===== src/rtl/arbitro_memoria_pkg.sv =====
// Shared constants for the two-port memory arbiter: default widths,
// FSM state encoding and port index values.
package arbitro_memoria_pkg;

  localparam int unsigned ADDR_W_DEF = 8;
  localparam int unsigned DATA_W_DEF = 8;

  typedef enum logic {
    IDLE = 1'b0,
    ACC  = 1'b1
  } state_t;

  localparam logic PORT0 = 1'b0;
  localparam logic PORT1 = 1'b1;

endpackage


===== src/rtl/arbitro_memoria.sv =====
// Round-robin arbiter giving two request ports pipelined access to a single
// external data memory: grant cycle, memory access cycle, then ack pulse.
module arbitro_memoria
  import arbitro_memoria_pkg::*;
#(
  parameter int unsigned ADDR_W = ADDR_W_DEF,
  parameter int unsigned DATA_W = DATA_W_DEF
) (
  input  logic              clk,
  input  logic              rst_n,
  input  logic              req0,
  input  logic              req1,
  input  logic              we0,
  input  logic              we1,
  input  logic [ADDR_W-1:0] addr0,
  input  logic [ADDR_W-1:0] addr1,
  input  logic [DATA_W-1:0] wdata0,
  input  logic [DATA_W-1:0] wdata1,
  output logic              gnt0,
  output logic              gnt1,
  output logic              ack0,
  output logic              ack1,
  output logic [DATA_W-1:0] rdata,
  output logic [ADDR_W-1:0] mem_position,
  output logic [DATA_W-1:0] mem_data_in,
  output logic              mem_mw,
  input  logic [DATA_W-1:0] mem_data_out
);

  state_t state;
  state_t state_nxt;
  logic   prio;    // port that wins when both request
  logic   port_q;  // owner of the access in flight
  logic   we_q;

  // State register
  always_ff @(posedge clk) begin
    if (!rst_n) begin
      state <= IDLE;
    end else begin
      state <= state_nxt;
    end
  end

  // Arbitration, next state and memory write strobe; all forced low in reset
  always_comb begin
    state_nxt = IDLE;
    gnt0      = 1'b0;
    gnt1      = 1'b0;
    mem_mw    = 1'b0;
    if (rst_n) begin
      if (req0 && (!req1 || prio == PORT0)) begin
        gnt0 = 1'b1;
      end else if (req1) begin
        gnt1 = 1'b1;
      end
      case (state)
        IDLE:    mem_mw = 1'b0;
        ACC:     mem_mw = we_q;
        default: mem_mw = 1'b0;
      endcase
      if (gnt0 || gnt1) begin
        state_nxt = ACC;
      end
    end
  end

  // Access capture at grant, read capture and ack at the end of ACC
  always_ff @(posedge clk) begin
    if (!rst_n) begin
      prio         <= PORT0;
      port_q       <= PORT0;
      we_q         <= 1'b0;
      mem_position <= '0;
      mem_data_in  <= '0;
      rdata        <= '0;
      ack0         <= 1'b0;
      ack1         <= 1'b0;
    end else begin
      ack0 <= (state == ACC) && (port_q == PORT0);
      ack1 <= (state == ACC) && (port_q == PORT1);
      if (state == ACC && !we_q) begin
        rdata <= mem_data_out;
      end
      if (gnt0) begin
        port_q       <= PORT0;
        we_q         <= we0;
        mem_position <= addr0;
        mem_data_in  <= wdata0;
        prio         <= PORT1;
      end else if (gnt1) begin
        port_q       <= PORT1;
        we_q         <= we1;
        mem_position <= addr1;
        mem_data_in  <= wdata1;
        prio         <= PORT0;
      end
    end
  end

endmodule

===== config.mk =====
export PLATFORM = sky130hd
export DESIGN_NAME = arbitro_memoria
export DESIGN_NICKNAME = d
export VERILOG_FILES = /design/src/rtl/arbitro_memoria_pkg.sv /design/src/rtl/arbitro_memoria.sv
export SDC_FILE = /design/constraint.sdc
export NUM_CORES = 1
export LEC_CHECK = 0
export BUFFER_PORTS_ARGS = -buffer_cell sky130_fd_sc_hd__buf_2
export CAP_MARGIN = 20
export CORE_MARGIN = 2
export CORE_UTILIZATION = 47
export CTS_CLUSTER_DIAMETER = 200
export DETAILED_ROUTE_END_ITERATION = 8
export GPL_TIMING_DRIVEN = 0
export PLACE_DENSITY_LB_ADDON = 0.08
export SLEW_MARGIN = 10
export SYNTH_ARGS = -nofsm -noshare
export SYNTH_HDL_FRONTEND = slang
export SYNTH_SLANG_ARGS = --single-unit

===== constraint.sdc =====
create_clock -name clk -period 1.96 [get_ports clk]
set_clock_uncertainty 0.2 [all_clocks]
set_input_delay 0.098 -clock clk [delete_from_list [all_inputs] [get_ports clk]]
set_output_delay 0.098 -clock clk [all_outputs]
set_load 0.03 [all_outputs]

Word-level counts from Yosys, hierarchy flattened
Cells that the tools add are included.

Word-level logic and storage cells: 41. Input bits: 46. Output and inout bits: 29. Register bits: 30.

Reductions and logical operators: 10. Mux-type cells: 18. Bitwise logic cells: 4.

Operators with widths (count): 8-bit 2-to-1 mux (4); 1-bit 2-to-1 mux (13); 1-bit logical AND (4); 1-bit inverter (4); 1-bit zero test (2); 1-bit logical OR (2); 1-bit case mux with 2 select lines (1); 2-bit nonzero test (1); 2-bit OR reduction (1).

Longest topological paths before layout
Gate-level depths: netlist of run 1.

Word-level depth: 8. Depth in mapped cells: 6. Gate-level depth less buffers: 3.

Worst setup path after synthesis of run 1
OpenSTA, ideal clock, no wires.

Path kind: reg2reg. From: register prio. To: register mem_data_in[7]. Required time: 1681 ps. Arrival: 1061 ps. Period minus slack after synthesis: 1340 ps. Library setup time: 79 ps. Setup slack: 620 ps. Path buffers: 2. Cell stages (with the launch flop): 6. Cells stage by stage: dfxtp_1 > nand2_2 > and2_4 > buf_6 > buf_12 > a211oi_2.

Word-level cells in the longest chain between the ends: 7. Elaborated cells on any way between the ends: 11. Classes of those cells: mux (7); bitwise (1); reduce/logical (3).

RTL lines: start, declared (line arbitro_memoria.sv:32) `logic prio;`; start signal, assigned (line arbitro_memoria.sv:71) `prio <= PORT0;`; start signal, assigned (line arbitro_memoria.sv:90) `prio <= PORT1;`; start signal, assigned (line arbitro_memoria.sv:96) `prio <= PORT0;`; 1-bit inverter * (line arbitro_memoria.sv:52) `if (req0 && (!req1 || prio == PORT0)) begin`; 1-bit logical OR * (line arbitro_memoria.sv:52); 1-bit logical AND * (line arbitro_memoria.sv:52); 1-bit 2-to-1 mux * (line arbitro_memoria.sv:52); 1-bit 2-to-1 mux * (2 in a row) (line arbitro_memoria.sv:51) `if (rst_n) begin`; net gnt0 (line arbitro_memoria.sv:19) `output logic gnt0,`; 8-bit 2-to-1 mux or 2-bit nonzero test (tied branches); end signal, assigned (line arbitro_memoria.sv:89) `mem_data_in <= wdata0;`; end signal, assigned (line arbitro_memoria.sv:95) `mem_data_in <= wdata1;`; end, declared (line arbitro_memoria.sv:25) `output logic [DATA_W-1:0] mem_data_in,`.

Mark *: on every way through the listed nets, which the timed path passes. The rest lies on a longest branch. The select of a mux whose other input is x is not followed. A chain may end at the register's enable or synchronous reset.

Worst setup path in the final report of run 1
From: register prio. To: register mem_data_in[3].

Word-level cells in the longest chain between the ends: 7. Elaborated cells on any way between the ends: 11. Classes of those cells: mux (7); bitwise (1); reduce/logical (3).

RTL lines (line): 1-bit inverter * (arbitro_memoria.sv:52); 1-bit logical OR * (arbitro_memoria.sv:52); 1-bit logical AND * (arbitro_memoria.sv:52); 1-bit 2-to-1 mux (arbitro_memoria.sv:52); 1-bit 2-to-1 mux (2 in a row) (arbitro_memoria.sv:51); 8-bit 2-to-1 mux or 2-bit nonzero test (tied branches).

Mark *: on every way between the ends. The rest lies on a longest branch, timed or not. The select of a mux whose other input is x is not followed.

==> flow_summary_export.csv, run 1 <==
group,metric,value,unit
outcome,status,"finished, final reports clean",
clocking,cts_tree,"yes",
clocking,clock_latency,0.32,ns
worst_setup_path,worstPathCellList,"nand2_4 -> and2_4 -> buf_6 -> a211oi_1 -> dlygate4sd3_1",
worst_setup_path,cp.required,2.03,ns
sta,worst_pin_slew,0.439,ns
routing,wirelength,3.96,mm
routing,wl_per_cell,13.2,µm
yosys,synthMuxAreaShare,5.82,%
routing,drt_iter0_markers,32,
clocking,path_clk_slew,0.10,ns
sta,grt_setup_unrepaired,"false",
clocking,cts_made_buffers,5,
yosys,ys_ff_latch,30,
floorplanning,rows,19,
yosys,syn-num-nets,190,
yosys,synth_top_family_by_area,"compound AO/OA/AOI/OAI gates",
worst_setup_path,reg2reg_slack,0.12,ns
yosys,yosysWarnings,0,
yosys,synth_xor_area_share,0,%
worst_setup_path,critPathArrivalTime,1.91,ns
floorplanning,dieWidth,58.1,µm
routing,viasPerCell,5.00,
clocking,clk_path_buf_depth,2,
yosys,synth-adder-area-share,0,%
final_layout,nFillCells,167,
clocking,postCtsSetupRepairBufs,0,
sta,finalMaxSlewViolations,0,
final_layout,layout_commonest_cell,"buf_2",
routing,drcViolationCount,0,
sta,slew_headroom,70.8,%
yosys,ys_seq_area_share,43.6,%
worst_setup_path,critPathMaxStageDelay,0.59,ns
yosys,synthCells,144,
sta,final-hold-violation-count,0,
final_layout,multi_input_area,636,µm²
floorplanning,start_util,49.9,%
global_route,grt-ovfl-total,0,
sta,min_period,1.84,ns
routing,drtAntennaViolNets,0,
sta,fin_setup_tns,0,ns
worst_setup_path,crit_type,"flip-flop to flip-flop",
worst_setup_path,cp-end-kind,"flip-flop",
final_layout,nets,315,
routing,drt_pass1_iterations,4,
hold_path,hp-class,"input port to flip-flop",
routing,vias,1506,
placed_design,hpwl,2.42,mm
final_layout,seqCellArea,602,µm²
final_layout,syn2layout_area_growth,67.8,%
global_route,grtUsageTotal,25.4,%
global_route,antenna_found_initial,0,
worst_setup_path,crit_fanout,9,
yosys,synth_compound_area_share,28.9,%
final_layout,n_antenna_cell,0,
global_route,grt_pass1_wl,6.64,mm
yosys,syn_avg_cell_area,9.56,µm²
pwr,powerDensity,679,mW/mm²
sta,setup_viol,0,
run,maxCapViolCount,0,
global_route,grt_max_degree,11,
floorplanning,core,0.00276,mm²
final_layout,post-route-util,83.8,%
clocking,ctsRootBufferMaster,"clkbuf_4",
floorplanning,die_area,0.00338,mm²
yosys,yosysUniqueCellTypes,24,
pwr,ir_worst_vdd,0.588,mV
final_layout,drive_above_1_share,38.1,%
floorplanning,ioPinCount,75,
clocking,cts.sinks,30,
yosys,netlist_area,0.00138,mm²
placed_design,portBuffers,74,
global_route,grt_pass1_vias,1617,
clocking,h-tree-depth,2,
final_layout,final_cell_mix,"78 x buf_2, 44 x dlygate4sd3_1, 29 x dfxtp_1, 25 x a211oi_1",
placed_design,finalWeightedCongestion,0.676,
worst_setup_path,slowest_stage,"dlygate4sd3_1",
pwr,power_leakage,0.00113,µW
sta,min_period_over_period,93.9,%
floorplanning,die_y,58.1,µm
sta,fmax,544,MHz
worst_setup_path,cp-start-kind,"flip-flop",
yosys,yosys.area_share.simple,11.1,%
## stage by stage
| step | instances | cell area, µm² | power [µW] | hold slack, ns | worst slack (ns) |
|---|---|---|---|---|---|
| 2_1_floorplan | 144 | 1380 | 907 | 0.0303 | 0.620 |
| 3_3_place_gp | 249 | 1790 | 1010 | 0.135 | 0.465 |
| 3_5_place_dp | 249 | 1790 | 1020 | 0.146 | 0.417 |
| 4_1_cts | 301 | 2300 | 1570 | 0.0421 | 0.0426 |
| 5_1_grt | 301 | 2310 | 1640 | 0.0980 | 0.0441 |
| 6_report | 301 | 2310 | 1570 | 0.0582 | 0.120 |
## flip-flops by register name (all words and copies together), names as in the netlist
register / count
rdata: 8
prio: 1
mem_data_in: 8
port_q: 1
we_q: 1
ack1: 1
state: 1
ack0: 1
mem_position: 8
## routing by layer
layer / GRT usage [%] / wire length (µm) / part of all wire, %
met1: 26.7 / 1590 / 40
met2: 49.0 / 2130 / 54
met5: 0 / 0 / 0
met3: 4.69 / 182 / 4.6
met4: 10.3 / 49 / 1.2
## what timing repair did
item	CTS	global route
hold endpoints to repair	27	0
setup endpoints to repair	0	7
hold buffers	44	0
resized for setup	0	2
## cells by family after synthesis
kind of cell	count (synthesis)
mux	8
simple gates	24
buf+inv	29
flops	30
compound gates	53
## layout make-up
| cell class | instances | share of cell area [%] |
|---|---|---|
| Buffer | 12 | 3.52 |
| Sequential cell | 30 | 26.1 |
| Multi-Input combinational cell | 85 | 27.5 |
| Timing Repair Buffer | 118 | 35.1 |
| Inverter | 17 | 2.76 |
| Clock buffer | 5 | 1.63 |
| Clock inverter | 3 | 1.73 |
| Tap cell | 31 | 1.68 |
## critical path: cells and delay by family (launching register included)
kind | cells | cell delay, ns
buf+inv | 2 | 0.72
flops | 1 | 0.37
simple gates | 2 | 0.27
compound gates | 1 | 0.23
## worst paths after layout
path / startpoint / to / cells past startpoint
worst min register to register: port_q / ack0 / 1
worst max register to register: prio / mem_data_in[3] / 5
worst max-delay path: prio / mem_data_in[3] / 5
worst min-delay path: req0 / port_q / 4
## synth_stat cells
cell type | n | area (µm²)
buf_2 | 4 | 20.0
a211oi_2 | 9 | 113
a21boi_0 | 1 | 7.51
mux2i_1 | 8 | 80.1
buf_6 | 2 | 22.5
a21oi_1 | 1 | 5.00
clkbuf_1 | 5 | 18.8
and2_1 | 1 | 6.26
nor2b_1 | 10 | 62.6
or2b_1 | 1 | 7.51
o21ai_0 | 17 | 85.1
nand2_2 | 1 | 6.26
and2b_1 | 1 | 7.51
nand2b_1 | 1 | 6.26
buf_12 | 1 | 20.0
and3_1 | 3 | 18.8
inv_1 | 17 | 63.8
nor2_1 | 1 | 3.75
a211oi_1 | 25 | 188
and2_4 | 2 | 17.5
nor2_2 | 1 | 6.26
or2_1 | 1 | 6.26
dfxtp_1 | 30 | 601
nand2_1 | 1 | 3.75
## power breakdown
group / leakage [µW] / total [µW] / switching, µW / internal, µW
Clock: 0.0000450 / 479 / 215 / 264
Combinational: 0.000831 / 411 / 218 / 193
Sequential: 0.000249 / 678 / 22.4 / 655
Total: 0.00113 / 1570 / 456 / 1110
Power figures use the tool's default switching activity.
==> run 2, diff against run 1 <==
Settings changed: CELL_PAD_IN_SITES_DETAIL_PLACEMENT set to 0, CELL_PAD_IN_SITES_GLOBAL_PLACEMENT set to 1, CORE_UTILIZATION 47 to 33, PLACE_DENSITY_LB_ADDON 0.08 to 0.2.
==> run 2 against run 1 <==
The flow now finishes with violations (negative hold slack). Via count down 1.9%. Final area up 0.32%. Count of clock-buffer cells in the layout up 2. Power down 1.8%. Sequential power about the same. Critical path depth unchanged. Worst hold slack worse by 0.064 ns. Utilization down 26 points. Highest routed layer unchanged.
==> flow_summary_export.csv, run 2 (same netlist as run 1, synthesis figures left out) <==
group,metric,value,unit
outcome,status,"complete, but fails checks",
outcome,violations,"negative hold slack",
sta,slew_headroom,70.8,%
clocking,ctsRootBufferMaster,"clkbuf_8",
floorplanning,ioPinCount,75,
global_route,antenna_found_initial,0,
sta,worst_hold_slack,-0.00601,ns
floorplanning,start_util,34.4,%
routing,viasPerCell,4.66,
routing,drt_iter0_markers,51,
routing,drcViolationCount,0,
floorplanning,die_area,0.00470,mm²
global_route,grt_pass1_wl,6.47,mm
pwr,p_switching,450,µW
hold_path,hp-class,"input port to flip-flop",
final_layout,top_regs,"mem_data_in: 8 flops, mem_position: 8 flops, rdata: 8 flops",
clocking,cts_tree,"yes",
floorplanning,rows,23,
pwr,seq_power_share,44.1,%
floorplanning,dieWidth,68.6,µm
sta,finalMaxSlewViolations,0,
final_layout,nets,313,
final_layout,final_cell_mix,"78 x buf_2, 42 x dlygate4sd3_1, 29 x dfxtp_1, 24 x a211oi_1",
global_route,grtUsageTotal,18.6,%
worst_setup_path,crit_type,"flip-flop to flip-flop",
final_layout,n_antenna_cell,0,
clocking,path_clk_slew,0.06,ns
final_layout,drive_above_1_share,37.8,%
pwr,powerDensity,664,mW/mm²
worst_setup_path,crit_fanout,9,
routing,vias,1477,
clocking,cts.sinks,30,
routing,wl_per_cell,12.9,µm
clocking,clk_path_buf_depth,2,
worst_setup_path,critPathMaxStageDelay,0.60,ns
pwr,intPower,1090,µW
pwr,power_leakage,0.00111,µW
floorplanning,core,0.00400,mm²
sta,grt_setup_unrepaired,"false",
final_layout,design_area,0.00232,mm²
global_route,grt_pass1_vias,1529,
placed_design,hpwl,2.73,mm
pwr,p_sw_share,29.2,%
clocking,h-tree-depth,2,
placed_design,placed_area,0.00181,mm²
global_route,grt-ovfl-total,0,
worst_setup_path,cp-end-kind,"flip-flop",
worst_setup_path,cp.required,1.98,ns
sta,setup_viol,0,
final_layout,syn2layout_area_growth,68.4,%
final_layout,layout_commonest_cell,"buf_2",
clocking,cts_made_buffers,5,
sta,worst_pin_slew,0.437,ns
clocking,postCtsSetupRepairBufs,0,
worst_setup_path,cp-start-kind,"flip-flop",
routing,wirelength,4.09,mm
pwr,power_frac_comb,26.5,%
sta,min_period_over_period,96.1,%
run,maxCapViolCount,0,
placed_design,portBuffers,74,
routing,drtAntennaViolNets,0,
pwr,clkPwrFrac,29.4,%
sta,setup_ws,0.0771,ns
global_route,grt_max_degree,11,
routing,drt_pass1_iterations,4,
final_layout,nFillCells,374,
worst_setup_path,critPathArrivalTime,1.90,ns
sta,fin_setup_tns,0,ns
placed_design,finalWeightedCongestion,0.714,
sta,min_period,1.88,ns
sta,fmax,531,MHz
clocking,clock_latency,0.28,ns
worst_setup_path,slowest_stage,"dlygate4sd3_1",
placed_design,place_ws,0.443,ns
worst_setup_path,worstPathCellList,"nand2_4 -> and2_4 -> buf_6 -> a211oi_1 -> dlygate4sd3_1",
sta,final-hold-violation-count,1,
pwr,ir_worst_vdd,0.445,mV
floorplanning,die_y,68.6,µm
## run 2: cell types whose count changed in the layout (fill, tap and decap cells not counted)
cell	before	now
a211oi_1	25	24
a211oi_2	9	10
bufinv_16	1	0
clkbuf_1	5	7
clkbuf_4	5	0
clkbuf_8	0	5
clkinv_2	2	0
dlygate4sd3_1	44	42
## run 2: area by class of cell
type,count,area (µm²),share of cell area (%)
Tap cell,50,62.6,2.70
Clock buffer,7,76.3,3.29
Sequential cell,30,602,26.0
Multi-Input combinational cell,85,641,27.6
Inverter,17,63.8,2.75
Timing Repair Buffer,116,791,34.1
Buffer,12,81.3,3.51
## run 2: critical path: cells and delay by family, from the launching register on
| family | cells | cell delay (ns) |
|---|---|---|
| simple gates | 2 | 0.26 |
| compound gates | 1 | 0.27 |
| flops | 1 | 0.36 |
| buf+inv | 2 | 0.74 |
## run 2: routing by layer
layer,vias to the layer above,GRT usage (%),wire [µm],share of wire (%)
li1,752,-,-,-
met1,667,19.7,1710,42
met2,50,34.4,2120,52
met3,8,4.55,212,5.2
met4,0,8.00,56,1.4
met5,-,0,0,0
## run 2: through the flow
stage	util, %	hold WS [ns]	std cells	power (µW)
6_report	57.9	-0.00601	317	1540
3_3_place_gp	45.2	0.137	268	1020
2_1_floorplan	-	0.0303	144	907
5_1_grt	57.9	0.0154	317	1620
3_5_place_dp	45.2	0.145	268	1030
4_1_cts	57.6	0.00284	317	1550
## run 2: final timing paths
path / startpoint / to / slack (ns) / cells after the start
setup / recovery: prio / mem_data_in[1] / 0.08 / 5
hold / removal: wdata1[2] / mem_data_in[2] / -0.006 / 3
setup reg to reg: prio / mem_data_in[1] / 0.08 / 5
hold reg to reg: port_q / ack0 / 0.24 / 1
## run 2: timing repair
item,in CTS,in global routing
endpoints found under the setup margin,0,6
resized for setup,0,3
hold endpoints to repair,27,0
hold buffers,42,0
## run 2: power by group through the flow
stage | registers [µW] | logic (µW) | clock network [µW]
finish | 679 | 408 | 453
global route | 683 | 443 | 495
CTS | 678 | 406 | 465
detailed placement | 690 | 336 | 0
global placement | 688 | 328 | 0
floorplan | 768 | 139 | 0
